**config.mk**
```make
export PLATFORM = sky130hd
export DESIGN_NAME = multicycle_controller
export DESIGN_NICKNAME = d
export VERILOG_FILES = /design/src/rtl/multicycle_controller.sv
export SDC_FILE = /design/constraint.sdc
export NUM_CORES = 1
export LEC_CHECK = 0
export ABC_AREA = 0
export CAP_MARGIN = 40
export CORE_AREA = 3 3 50 52
export CTS_CLUSTER_DIAMETER = 120
export DETAILED_ROUTE_END_ITERATION = 8
export DIE_AREA = 0 0 53 55
export GPL_TIMING_DRIVEN = 0
export PLACE_DENSITY = 0.86
export SLEW_MARGIN = 10
export SYNTH_ARGS = -nofsm -noshare
export SYNTH_HDL_FRONTEND = slang
export SYNTH_SLANG_ARGS = --single-unit
```
**constraint.sdc**
```tcl
create_clock -name clk -period 2.5 [get_ports clk]
set_input_delay 0.75 -clock clk [delete_from_list [all_inputs] [get_ports clk]]
set_output_delay 0.75 -clock clk [all_outputs]
set_load 0.02 [all_outputs]
```
**src/rtl/multicycle_controller.sv**
```systemverilog
// multicycle_controller
//   Main control FSM of the multicycle RV32I core. It walks each instruction
//   through fetch, decode, execute, memory and writeback in 3-5 cycles. It
//   stalls on the memory-ready handshake. It falls into a sticky trap state
//   on any encoding it does not support.
//
// Ports
//   clk        rising-edge clock
//   reset      synchronous active-low reset (0 = reset)
//   op         instruction[6:0]
//   funct3     instruction[14:12]
//   funct7b5   instruction[30]
//   Zero       ALU zero flag
//   MemReady   memory has completed the current access
//   ALUControl ALU operation (0000 ADD .. 1001 SLTU)
//   ALUSrcA    A select: 00 PC, 01 OldPC, 10 rs1, 11 zero
//   ALUSrcB    B select: 00 rs2, 01 ImmExt, 10 constant 4
//   ResultSrc  Result select: 00 ALUOut, 01 Data, 10 ALUResult
//   ImmSrc     immediate format: 000 I, 001 S, 010 B, 011 J, 100 U
//   AdrSrc     memory address: 0 PC, 1 Result
//   IRWrite, PCWrite, RegWrite, MemWrite  write enables
//   Illegal    trap indicator
module multicycle_controller #(
    parameter int NUM_STATES = 16
) (
    input  logic       clk,
    input  logic       reset,
    input  logic [6:0] op,
    input  logic [2:0] funct3,
    input  logic       funct7b5,
    input  logic       Zero,
    input  logic       MemReady,
    output logic [3:0] ALUControl,
    output logic [1:0] ALUSrcA,
    output logic [1:0] ALUSrcB,
    output logic [1:0] ResultSrc,
    output logic [2:0] ImmSrc,
    output logic       AdrSrc,
    output logic       IRWrite,
    output logic       PCWrite,
    output logic       RegWrite,
    output logic       MemWrite,
    output logic       Illegal
);

    localparam int SW = $clog2(NUM_STATES);

    typedef enum logic [SW-1:0] {
        FETCH, DECODE, MEMADR, MEMREAD, MEMWB, MEMWRITE, EXECR, EXECI,
        ALUWB, BRANCH, JAL, JALR, JALR2, LUI, AUIPC, TRAP
    } state_t;

    localparam logic [3:0] A_ADD  = 4'b0000;
    localparam logic [3:0] A_SUB  = 4'b0001;
    localparam logic [3:0] A_AND  = 4'b0010;
    localparam logic [3:0] A_OR   = 4'b0011;
    localparam logic [3:0] A_XOR  = 4'b0100;
    localparam logic [3:0] A_SLT  = 4'b0101;
    localparam logic [3:0] A_SLL  = 4'b0110;
    localparam logic [3:0] A_SRL  = 4'b0111;
    localparam logic [3:0] A_SRA  = 4'b1000;
    localparam logic [3:0] A_SLTU = 4'b1001;

    state_t state, next;

    // R-type honours funct7b5 for ADD/SUB and SRL/SRA. I-type honours it only for
    // shifts, because addi has immediate bits in that position.
    function automatic logic [3:0] alu_dec(input logic [2:0] f3, input logic f7, input logic rtype);
        case (f3)
            3'b000:  alu_dec = (rtype && f7) ? A_SUB : A_ADD;
            3'b001:  alu_dec = A_SLL;
            3'b010:  alu_dec = A_SLT;
            3'b011:  alu_dec = A_SLTU;
            3'b100:  alu_dec = A_XOR;
            3'b101:  alu_dec = f7 ? A_SRA : A_SRL;
            3'b110:  alu_dec = A_OR;
            default: alu_dec = A_AND;
        endcase
    endfunction

    always_ff @(posedge clk) begin
        if (!reset) state <= FETCH;
        else        state <= next;
    end

    // Immediate format follows the opcode in every state.
    always_comb begin
        ImmSrc = 3'b000;
        case (op)
            7'b0000011, 7'b1100111, 7'b0010011: ImmSrc = 3'b000;
            7'b0100011:                         ImmSrc = 3'b001;
            7'b1100011:                         ImmSrc = 3'b010;
            7'b1101111:                         ImmSrc = 3'b011;
            7'b0110111, 7'b0010111:             ImmSrc = 3'b100;
            default:                            ImmSrc = 3'b000;
        endcase
    end

    always_comb begin
        next       = state;
        ALUControl = A_ADD;
        ALUSrcA    = 2'b00;
        ALUSrcB    = 2'b00;
        ResultSrc  = 2'b00;
        AdrSrc     = 1'b0;
        IRWrite    = 1'b0;
        PCWrite    = 1'b0;
        RegWrite   = 1'b0;
        MemWrite   = 1'b0;
        Illegal    = 1'b0;
        case (state)
            FETCH: begin
                ALUSrcB   = 2'b10;
                ResultSrc = 2'b10;
                IRWrite   = MemReady;
                PCWrite   = MemReady;
                if (MemReady) next = DECODE;
            end
            DECODE: begin
                // Precompute OldPC + imm into ALUOut for branch/jal targets.
                ALUSrcA = 2'b01;
                ALUSrcB = 2'b01;
                case (op)
                    7'b0000011, 7'b0100011: next = MEMADR;
                    7'b0110011:             next = EXECR;
                    7'b0010011:             next = EXECI;
                    7'b1100011:             next = BRANCH;
                    7'b1101111:             next = JAL;
                    7'b1100111:             next = JALR;
                    7'b0110111:             next = LUI;
                    7'b0010111:             next = AUIPC;
                    default:                next = TRAP;
                endcase
            end
            MEMADR: begin
                ALUSrcA = 2'b10;
                ALUSrcB = 2'b01;
                next    = op[5] ? MEMWRITE : MEMREAD;
            end
            MEMREAD: begin
                AdrSrc = 1'b1;
                if (MemReady) next = MEMWB;
            end
            MEMWB: begin
                ResultSrc = 2'b01;
                RegWrite  = 1'b1;
                next      = FETCH;
            end
            MEMWRITE: begin
                AdrSrc   = 1'b1;
                MemWrite = 1'b1;
                if (MemReady) next = FETCH;
            end
            EXECR: begin
                ALUSrcA    = 2'b10;
                ALUControl = alu_dec(funct3, funct7b5, 1'b1);
                next       = ALUWB;
            end
            EXECI: begin
                ALUSrcA    = 2'b10;
                ALUSrcB    = 2'b01;
                ALUControl = alu_dec(funct3, funct7b5, 1'b0);
                next       = ALUWB;
            end
            ALUWB: begin
                RegWrite = 1'b1;
                next     = FETCH;
            end
            BRANCH: begin
                ALUSrcA = 2'b10;
                next    = FETCH;
                // funct3[0] inverts the sense of Zero; funct3[2:1] picks the compare.
                case (funct3)
                    3'b000, 3'b001: ALUControl = A_SUB;
                    3'b100, 3'b101: ALUControl = A_SLT;
                    3'b110, 3'b111: ALUControl = A_SLTU;
                    default:        next = TRAP;
                endcase
                if (funct3[2:1] != 2'b01) begin
                    // The SUB-based compares are taken on Zero, and the SLT-based ones on
                    // !Zero. bne, bge and bgeu invert that.
                    PCWrite = (funct3[2] ? ~Zero : Zero) ^ funct3[0];
                end
            end
            JAL: begin
                ALUSrcA = 2'b01;
                ALUSrcB = 2'b10;
                PCWrite = 1'b1;
                next    = ALUWB;
            end
            JALR: begin
                ALUSrcA = 2'b10;
                ALUSrcB = 2'b01;
                next    = JALR2;
            end
            JALR2: begin
                // The target in ALUOut goes to the PC while OldPC+4 is formed for rd.
                ALUSrcA = 2'b01;
                ALUSrcB = 2'b10;
                PCWrite = 1'b1;
                next    = ALUWB;
            end
            LUI: begin
                ALUSrcA = 2'b11;
                ALUSrcB = 2'b01;
                next    = ALUWB;
            end
            AUIPC: begin
                ALUSrcA = 2'b01;
                ALUSrcB = 2'b01;
                next    = ALUWB;
            end
            TRAP: begin
                Illegal = 1'b1;
            end
            default: next = TRAP;
        endcase

        // While reset is held, nothing may be written, even though the state
        // register has not yet loaded FETCH.
        if (!reset) begin
            IRWrite  = 1'b0;
            PCWrite  = 1'b0;
            RegWrite = 1'b0;
            MemWrite = 1'b0;
            Illegal  = 1'b0;
        end
    end

endmodule

```
==> results.json <==
{
  "maxCapViolations": 0,
  "critPathMaxStageDelay_ps": 200,
  "hold_violations": 0,
  "seq_area_frac_synth": 0.0898,
  "worstSetupStartpointType": "input pin",
  "syn_area_per_cell_sq_um": 6.15,
  "drv_slew": 0,
  "max-vdd-ir-drop_uv": 399,
  "critPathRequiredTime_ps": 1750,
  "fin_nets": 192,
  "grt_max_degree": 11,
  "cp_max_fo": 7,
  "postSynthCellCount": 145,
  "overflow": 0,
  "hold_depth": 3,
  "drt_wl_total_microns": 2630,
  "finalCriticalPeriod_ps": 2500,
  "clock.fmax_mhz": 401,
  "r2r-start": "state[2]",
  "status": "finished, final reports clean",
  "worst_slew_pin_slew_ps": 431,
  "min_to": "state[0]",
  "nFillCells": 205,
  "ctsHoldBuffers": 0,
  "ctsRootBufferMaster": "clkbuf_4",
  "wl_per_cell_microns": 12.9,
  "port_buffers": 26,
  "stdcell_count": 203,
  "r2r-end": "state[0]",
  "drtAntennaViolNets": 0,
  "synth_top_area_share": 0.0898,
  "cpMaxStageDelayCell": "mux2i_1",
  "synth-edff-count": 0,
  "synth.distinct_cells": 45,
  "dr.first_iter.drc_count": 19,
  "synth_top_area_cell": "dfxtp_1",
  "worstPathCellList": "buf_2, xor2_1, mux2i_1, o21ai_1, a21oi_1, nor2b_1, buf_4",
  "intPower_mw": 0.470,
  "total_power_mw": 1.03,
  "n_antenna_cell": 0,
  "worst-path-buf-inv": 2,
  "cts_tree": "yes",
  "path_class": "input pin to primary output",
  "clockBufferDepth": 2,
  "dieArea_sq_mm": 0.00292,
  "fin_hold_ws_ps": 728,
  "static-leakage-power_nw": 0.588,
  "h-tree-depth": 1,
  "end_kind": "primary output",
  "synth_async_sr_flop_share": 0,
  "reg_top3": "state x4",
  "regMostFlops": "state",
  "start_util": 0.415,
  "dpl.cell_count": 199,
  "max_slew_margin": 0.710,
  "die_h_microns": 55,
  "grt_pass1_vias": 1027,
  "antenna_found_initial": 0,
  "grt.total_usage": 0.192,
  "ios": 34,
  "final.period_utilization": 0.998,
  "swShare": 0.546,
  "synth-seq-cells": 4,
  "fp.dieW_microns": 53,
  "netlist_area_sq_um": 892,
  "cts_buffers": 3,
  "core_sq_mm": 0.00215,
  "synth_area_leaders": "dfxtp_1, nand2_1, o21ai_0, a21oi_1, nor3_1",
  "rsz0062_at_grt": "yes",
  "largest_reg_flops": 4,
  "drcViolationCount": 0,
  "fp-row-count": 17,
  "synth_flop_cell": "dfxtp_1",
  "syn_nets": 160,
  "fin_worst_skew_ps": 3.44,
  "place_hpwl_microns": 1920,
  "gp_congestion": 0.908,
  "routed_via_density": 5.69,
  "clk_transition_reported_paths_ps": 40,
  "reg2regPathDepth": 5,
  "arrival_ps": 1750,
  "clock_latency_ps": 230,
  "drive_gt1_frac": 0.263,
  "net-switching-power_mw": 0.565,
  "pwr-share-seq": 0.132,
  "synth_warnings": 0,
  "path_delay_family": "buffers and inverters",
  "vias": 1155,
  "power_density_mw_per_mm2": 834,
  "min_path_type": "flip-flop to flip-flop",
  "firstDrtPassIters": 4,
  "setup-violations-final": 0,
  "grt_pass1_wl_microns": 4340,
  "syn_to_final_growth_pct": 39.1,
  "p_clk_frac": 0.075,
  "reg2reg_setup_slack_ps": 1030,
  "combPwrFrac": 0.793,
  "min_from": "state[1]",
  "cts.sinks": 4
}
## power groups by stage
stage	clock [mW]	sequential (mW)	combinational, mW
after global placement	0	0.117	0.841
after global routing	0.0909	0.141	0.907
after CTS	0.0815	0.133	0.812
after detailed placement	0	0.118	0.854
final	0.0777	0.137	0.820
after floorplan	0	0.109	0.572
## logic make-up (layout without fill, tap and decap cells)
| family | Yosys count | in the layout | share of synthesized area |
|---|---|---|---|
| XOR/XNOR | 3 | 3 | 0.0295 |
| AO/OA/AOI/OAI | 45 | 45 | 0.313 |
| buffers and inverters | 20 | 50 | 0.116 |
| multiplexers | 2 | 2 | 0.0224 |
| flip-flops | 4 | 4 | 0.0898 |
| AND/OR/NAND/NOR | 71 | 71 | 0.429 |
## per-layer routing
| metal | global-route usage | up-vias | wire [microns] |
|---|---|---|---|
| met1 | 0.233 | 525 | 1140 |
| met5 | 0 | - | 0 |
| met3 | 0.0241 | 4 | 160 |
| met2 | 0.357 | 44 | 1310 |
| met4 | 0.0468 | 0 | 23 |
| li1 | - | 582 | - |
## layout make-up
type                       instances  area, sq um  area share
buffer                            14         96.3      0.0776
clock buffer                       3         22.5      0.0181
inverter                           5         18.8      0.0151
multi-input combinational        121          762       0.614
sequential                         4         82.6      0.0665
tap                               28         35.0      0.0282
timing repair buffer              28          224       0.180
## cell usage after synthesis (2+ instances only)
| cell | number |
|---|---|
| nor2_1 | 12 |
| buf_2 | 8 |
| a21oi_1 | 12 |
| inv_1 | 5 |
| nand2_1 | 18 |
| nand4_1 | 2 |
| clkbuf_1 | 3 |
| nand3b_1 | 2 |
| nand2b_1 | 3 |
| and2_1 | 2 |
| or3_1 | 2 |
| xnor2_1 | 2 |
| o22ai_1 | 2 |
| o31ai_1 | 3 |
| a21boi_1 | 2 |
| o21ai_0 | 13 |
| nand3_1 | 4 |
| nor3_1 | 9 |
| a21o_1 | 3 |
| mux2i_1 | 2 |
| buf_6 | 2 |
| dfxtp_1 | 4 |
| nor2b_1 | 5 |
| and3_1 | 4 |
## how the worst max path moves through the flow
stage	slack, ps	cells past startpoint	from	end
finish	5	7	funct3[0]	PCWrite
global route	-90	7	funct3[0]	PCWrite
CTS	-280	7	Zero	PCWrite
detailed placement	-720	7	Zero	PCWrite
global placement	-690	5	op[5]	ImmSrc[0]
floorplan	5	3	op[2]	ImmSrc[0]
## layout by cell type (no fill, tap or decap), drive strengths merged, types with 4 or more instances in the layout
cell and count:
nor2 12, and3 4, inv 5, nand3 4
buf 18, dlymetal6s2s 4, dfxtp 4, a21oi 12
clkbuf 13, nor3 9, dlygate4sd2 9, nand2 18
o21ai 14, nor2b 5
## tightest hold or removal path: stages (launching register included)
cell and delay (ps):
dfxtp_2 410, nor3_1 130, o211ai_1 90, a21oi_1 60
## per-stage QoR
stage	setup slack [ps]	TNS [ps]	cell area, sq um	util
floorplan	5.13	0	892	-
global placement	-692	-5870	1190	0.553
detailed placement	-716	-6100	1190	0.553
CTS	-285	-403	1220	0.568
global route	-85.5	-91.4	1240	0.578
finish	4.50	0	1240	0.578
## what timing repair did
| action | in CTS | in global routing |
|---|---|---|
| buffers inserted | 1 | 1 |
| resized for setup | 60 | 34 |
| endpoints found under the setup margin | 17 | 14 |
| pin swaps | 3 | 4 |
No activity file was read; power rests on OpenSTA's default activity.
